==> config.mk <==
export PLATFORM = sky130hd
export DESIGN_NAME = alu_mul_seq
export DESIGN_NICKNAME = d
export VERILOG_FILES = /design/src/rtl/alu_mul_seq.sv
export SDC_FILE = /design/constraint.sdc
export NUM_CORES = 1
export LEC_CHECK = 0
export ABC_CLOCK_PERIOD_IN_PS = 1400
export CAP_MARGIN = 20
export CORE_MARGIN = 2
export CORE_UTILIZATION = 41
export CTS_BUF_LIST = sky130_fd_sc_hd__clkbuf_8
export CTS_CLUSTER_SIZE = 16
export DETAILED_ROUTE_END_ITERATION = 8
export GPL_TIMING_DRIVEN = 0
export HOLD_SLACK_MARGIN = 0.08
export PLACE_DENSITY = 0.82
export SETUP_SLACK_MARGIN = 0.15
export SLEW_MARGIN = 15
export SYNTH_ARGS = -nofsm -noshare
export SYNTH_HDL_FRONTEND = slang
export SYNTH_SLANG_ARGS = --single-unit
==> constraint.sdc <==
create_clock -name Clock -period 1.4 [get_ports Clock]
set_input_delay 0.14 -clock Clock [delete_from_list [all_inputs] [get_ports Clock]]
set_output_delay 0.14 -clock Clock [all_outputs]
set_load 0.02 [all_outputs]
==> src/rtl/alu_mul_seq.sv <==
// rtl/alu_mul_seq.sv - multi-cycle shift-add multiply sequencer driving the shared ALU
// Optional feature macro: ALU_MUL_SIGNED_EN (two's complement operands when defined).
// Ports:
//   Clock, Reset          rising-edge clock, synchronous active-high reset
//   Start, MulA, MulB     multiply request and operands (sampled in IDLE)
//   Busy, Done, Product   status and 2*WIDTH-bit registered result
//   AluA, AluB, AluOp,    operands/opcode/adder controls to the shared ALU
//   AluBInvert, AluCin
//   AluResult,            ALU sum, carry out of the MSB and signed overflow
//   AluCarryOut, AluOverflow
module alu_mul_seq #(
  parameter int WIDTH = 16
) (
  input  logic                 Clock,
  input  logic                 Reset,
  input  logic                 Start,
  input  logic [WIDTH-1:0]     MulA,
  input  logic [WIDTH-1:0]     MulB,
  output logic                 Busy,
  output logic                 Done,
  output logic [2*WIDTH-1:0]   Product,
  output logic [WIDTH-1:0]     AluA,
  output logic [WIDTH-1:0]     AluB,
  output logic [2:0]           AluOp,
  output logic                 AluBInvert,
  output logic                 AluCin,
  input  logic [WIDTH-1:0]     AluResult,
  input  logic                 AluCarryOut,
  input  logic                 AluOverflow
);

  localparam int CW = (WIDTH > 1) ? $clog2(WIDTH) : 1;

  typedef enum logic [1:0] {
    S_IDLE = 2'd0,
    S_ITER = 2'd1,
    S_DONE = 2'd2
  } state_t;

  state_t             r_state;
  state_t             w_next_state;
  logic [WIDTH-1:0]   r_mcand;
  logic [WIDTH-1:0]   r_hi;
  logic [WIDTH-1:0]   r_lo;
  logic [CW-1:0]      r_cnt;
  logic [2*WIDTH-1:0] r_product;
  logic               w_last;
  logic               w_ext;
  logic [2*WIDTH-1:0] w_shifted;
  logic               w_unused;

  assign w_last = (r_cnt == CW'(WIDTH - 1));

`ifdef ALU_MUL_SIGNED_EN
  // True sign of the WIDTH+1-bit sum: result MSB corrected by overflow.
  assign w_ext    = AluResult[WIDTH-1] ^ AluOverflow;
  assign w_unused = AluCarryOut;
`else
  assign w_ext    = AluCarryOut;
  assign w_unused = AluOverflow;
`endif

  // New {Hi, Lo}: sum with its extension bit goes high, multiplier shifts out.
  assign w_shifted = {w_ext, AluResult, r_lo[WIDTH-1:1]};

  always_comb begin
    w_next_state = r_state;
    Busy         = 1'b0;
    Done         = 1'b0;
    AluA         = '0;
    AluB         = '0;
    AluOp        = 3'b000;
    AluBInvert   = 1'b0;
    AluCin       = 1'b0;
    case (r_state)
      S_IDLE: begin
        if (Start) w_next_state = S_ITER;
      end
      S_ITER: begin
        Busy  = 1'b1;
        AluA  = r_hi;
        AluB  = r_lo[0] ? r_mcand : '0;
        AluOp = 3'b100;
`ifdef ALU_MUL_SIGNED_EN
        // Multiplier sign bit carries negative weight: subtract on the last step.
        if (w_last && r_lo[0]) begin
          AluBInvert = 1'b1;
          AluCin     = 1'b1;
        end
`endif
        if (w_last) w_next_state = S_DONE;
      end
      S_DONE: begin
        Done         = 1'b1;
        w_next_state = S_IDLE;
      end
      default: w_next_state = S_IDLE;
    endcase
  end

  always_ff @(posedge Clock) begin
    if (Reset) begin
      r_state   <= S_IDLE;
      r_mcand   <= '0;
      r_hi      <= '0;
      r_lo      <= '0;
      r_cnt     <= '0;
      r_product <= '0;
    end else begin
      r_state <= w_next_state;
      case (r_state)
        S_IDLE: begin
          if (Start) begin
            r_mcand <= MulA;
            r_hi    <= '0;
            r_lo    <= MulB;
            r_cnt   <= '0;
          end
        end
        S_ITER: begin
          {r_hi, r_lo} <= w_shifted;
          r_cnt        <= r_cnt + CW'(1);
          if (w_last) r_product <= w_shifted;
        end
        default: ;
      endcase
    end
  end

  assign Product = r_product;

endmodule

### After elaboration in Yosys (flattened, before gate mapping)

Index checks and enable logic that the tools add are counted.

| storage, ports and cells | value |
|---|---|
| input port bits | 53 |
| output and inout port bits | 71 |
| flip-flop bits (word level) | 86 |
| word-level logic and storage cells | 33 |

| cells by class | value |
|---|---|
| multiplexer cells | 15 |
| equality and inequality tests | 5 |
| add/sub/neg operators | 1 |
| reduce and logical (&&, ||, !) cells | 6 |

Operator list:

| operator | number |
|---|---|
| 2-to-1 mux 16 bit | 5 |
| case mux 16 bit (2 select lines) | 2 |
| case mux 4 bit (2 select lines) | 1 |
| AND reduction 2 bit | 4 |
| adder 4 x 1 -> 4 bit (second input constant) | 1 |
| == test 4 bit (second input constant) | 1 |
| 2-to-1 mux 2 bit | 2 |
| 2-to-1 mux 4 bit | 1 |
| != test 2 bit (second input constant) | 2 |
| case mux 2 bit (2 select lines) | 1 |
| 2-to-1 mux 3 bit | 1 |
| == test 2 x 1 -> 1 bit (second input constant) | 1 |
| == test 2 bit (second input constant) | 1 |
| zero test 2 bit | 1 |
| 2-to-1 mux 1 bit | 2 |
| nonzero test 2 bit | 1 |

### Logic depth before layout (Yosys ltp)

| depth | value |
|---|---|
| depth after elaboration | 3 |
| mapped depth | 7 |
| gate-level depth less buffers | 4 |

### Worst setup path before layout

No wires, ideal clock.

| path | value |
|---|---|
| path type | register to register |
| start point | register r_cnt[0] |
| end point | register r_product[10], in the netlist Product[10] |
| cell stages (with the launch flop) | 6 |
| buffers on the path | 1 |
| clock period less this slack | 1.441 ns |
| data required time | 1.341 ns |
| arrival | 1.383 ns |
| slack | -0.041 ns |
| library setup time | 0.059 ns |
| cells stage by stage | dfxtp_1 ha_1 and3_1 nor3b_4 buf_6 a22o_1 |

| on the way | value |
|---|---|
| cells in the longest elaborated chain, start to end | 2 |

RTL lines:

| what | RTL line | text |
|---|---|---|
| start, declared | 45 | `logic [CW-1:0] r_cnt;` |
| start signal, assigned | 122 | `r_cnt <= r_cnt + CW'(1);` |
| == test 4 bit | 52 | `assign w_last = (r_cnt == CW'(WIDTH - 1));` |
| AND reduction 2 bit (no line) | n/a |  |
| end signal, assigned | 123 | `if (w_last) r_product <= w_shifted;` |
| end, declared | 46 | `logic [2*WIDTH-1:0] r_product;` |

Every way passes these cells.
A chain may end at the register's enable or synchronous reset.

### Worst setup path after layout

| path | value |
|---|---|
| start point | register r_state[0] |
| end point | output AluA[3] |

| on the way | value |
|---|---|
| cells in the longest elaborated chain, start to end | 2 |

RTL lines:

| what | RTL line | text |
|---|---|---|
| start, declared | 40 | `state_t r_state;` |
| start signal, assigned | 110 | `r_state <= w_next_state;` |
| == test 2 x 1 -> 1 bit | 75 | `case (r_state)` |
| 2-to-1 mux 16 bit | 75 |  |
| end, declared | 22 | `output logic [WIDTH-1:0] AluA,` |

Every way passes these cells.

==> flow_summary.yaml <==
status:
  status: "finished, violations left"
  violations: "negative setup slack"
clock_tree:
  clk_pin_slew_ps: 100
  cts_sinks: 86
  holdBufCountCts: 0
  cts_root_buf: "clkbuf_8"
  cts-buffers-inserted: 9
  cts_buffer_depth: 2
  cts_tree: "done"
  clock_latency_ps: 370
  h-tree-depth: 3
pwr:
  powerDensity_mw_per_mm2: 889
  leakagePower_uw: 0.00273
  irDropWorstVdd_v: 0.000545
run:
  max_cap_violations: 0
sta:
  worst_slack_ps: -210
  hold_viol: 0
  setup_viol: 118
  fin_crit_sh: 1.15
  slew_violations: 0
  worst_pin_slew_ps: 796
  grt_setup_unrepaired: "yes"
  clock_skew_ps: 17.4
  max_slew_margin: 0.469
  clock.fmax_mhz: 621
  period_needed_ps: 1610
placed_design:
  hpwl_um: 6780
  place_congestion: 0.806
  post-place-cells: 598
  io_buffers: 117
cells_and_area:
  regArea_mm2: 0.00174
  antenna_cells: 0
  fillers: 451
  syn_to_final_growth_pct: 93.1
  multi_input_area_mm2: 0.00226
  fin_nets: 604
  finalNonFillerCells: 660
  post-route-util: 0.805
  layout-drive-gt1-share: 0.515
logic_synthesis:
  async_flop_share: 0
  ys_ff_latch: 86
  yosys-top-cells-area: "dfxtp_1 51%, a22o_1 8.3%, nand2_1 7.5%"
  synth_seq_area_share: 0.510
  yosysTopAreaCell: "dfxtp_1"
  synth_edf_count: 0
  syn-instance-count: 373
  synth_commonest_cells: "86 x dfxtp_1, 67 x nand2_1, 49 x a21oi_1, 32 x a22o_1, 19 x nand3_1"
  yosysWarnings: 0
  synth_most_common_cell: "dfxtp_1"
  yosysTopAreaCellShare: 0.510
  synth_flop_cell: "dfxtp_1"
  synth_area_per_cell_um2: 9.05
  synthDistinctLibCells: 29
  syn_area_mm2: 0.00337
routing:
  ant_nets: 0
  via_count: 3694
  viasPerCell: 5.60
  first_pass_iters: 5
  routed_wl_um: 13500
  wl_per_cell_um: 20.4
  drcViolationCount: 0
  drtIter0Drc: 210
worst_setup_path:
  cp_max_fo: 8
  crit_path_end_kind: "output port"
  worstPathArrival_ps: 1470
  worstPathRequired_ps: 1260
  crit_type: "reg -> out"
  cp-start-kind: "flip-flop"
floorplanning:
  fp.dieH_um: 94.7
  die_x_um: 94.7
  row_count: 33
  die_area_mm2: 0.00897
  coreArea_mm2: 0.00809
  io_pins: 124
  start_util: 0.417
global_route:
  grtUsageTotal: 0.261
  antenna_found_initial: 0
  grt_pass1_vias: 3612
  grt_first_pass_wirelength_um: 18000
  grt_max_degree: 15
  grt-ovfl-total: 0
hold_path:
  holdCritPathClass: "in -> reg"
[layout by cell type, fill, tap and decap left out, types with 2 or more instances in the layout]
| master | instances |
|---|---|
| conb_1 | 4 |
| dfxtp_2 | 2 |
| dfxtp_4 | 3 |
| dfxtp_1 | 81 |
| and2_4 | 16 |
| clkbuf_8 | 12 |
| a21oi_2 | 41 |
| clkbuf_2 | 2 |
| buf_12 | 7 |
| nand2_2 | 2 |
| inv_1 | 2 |
| a21oi_4 | 2 |
| nor3b_4 | 2 |
| buf_6 | 56 |
| a211oi_2 | 17 |
| dlygate4sd2_1 | 31 |
| clkdlybuf4s50_1 | 50 |
| nand2_4 | 15 |
| nand3_4 | 10 |
| buf_8 | 10 |
| nand3_2 | 8 |
| buf_4 | 25 |
| nand2_1 | 50 |
| and3_4 | 17 |
| a21oi_1 | 7 |
| a22o_1 | 32 |
| nor2_4 | 16 |
| clkinvlp_4 | 2 |
| bufinv_16 | 2 |
| clkbuf_1 | 6 |
| buf_16 | 6 |
| buf_2 | 2 |
[worst max-delay path: stages, from the launching register on]
cell       delay (ps)
dfxtp_4           380
nand2b_4           60
buf_6             120
clkinv_8           90
clkbuf_16         170
and2_4            160
buf_6             120
[kinds of logic after synthesis]
family,count (synthesis),share of synthesized area
fa+ha+maj,1,0.00371
simple gates,143,0.202
other cells,1,0.00111
flops,86,0.510
compound gates,104,0.214
buf+inv,38,0.0690
[path summary, 6_finish.rpt]
path | from | to | slack (ps) | cells after the start
worst max-delay path | r_state[0] | AluA[3] | -210 | 6
worst min-delay path | MulA[10] | r_mcand[10] | 340 | 3
worst min register to register | Product[22] | Product[22] | 480 | 1
worst max register to register | r_cnt[0] | Product[21] | -170 | 7
[per-layer routing]
metal / track usage / wire length, µm / vias to the layer above
li1: - / - / 1655
met1: 0.307 / 5270 / 1805
met2: 0.446 / 6950 / 186
met3: 0.0623 / 799 / 48
met4: 0.123 / 465 / 0
met5: 0 / 0 / -
[through the flow]
stage	hold WS, ps	setup WS [ps]	total power (µW)	setup TNS (ps)	cell area [µm²]
after floorplan	273	73.4	3010	0	3480
after global placement	439	-517	3290	-26630	4790
after detailed placement	442	-523	3310	-28760	4790
after CTS	322	-195	5530	-8150	5990
after global routing	334	-241	5950	-17980	6520
final	342	-210	5790	-14250	6520
[report_power, final]
| group | internal, µW | switching, µW |
|---|---|---|
| logic | 616 | 577 |
| clock network | 996 | 934 |
| registers | 2540 | 129 |
[registers in the layout (all words and copies together) (netlist names)]
name / cells
Product: 32
r_hi: 16
r_lo: 16
r_mcand: 16
r_cnt: 4
r_state: 2
[layout make-up]
class                           instances  area share
Buffer                                 37      0.0628
Clock buffer                            9      0.0190
Clock inverter                          7      0.0140
Inverter                                1     0.00250
Multi-Input combinational cell        252       0.346
Sequential cell                        86       0.266
Tap cell                              105      0.0202
Timing Repair Buffer                  163       0.269
[repair_timing]
item | 4_1_cts | 5_1_grt
pin swaps | 96 | 18
hold endpoints to repair | 0 | 0
setup endpoints to repair | 152 | 122
gates resized for setup | 418 | 94
setup buffers | 22 | 12
gates cloned | 9 | 3
Note: power is estimated with default switching activity, not from simulation.
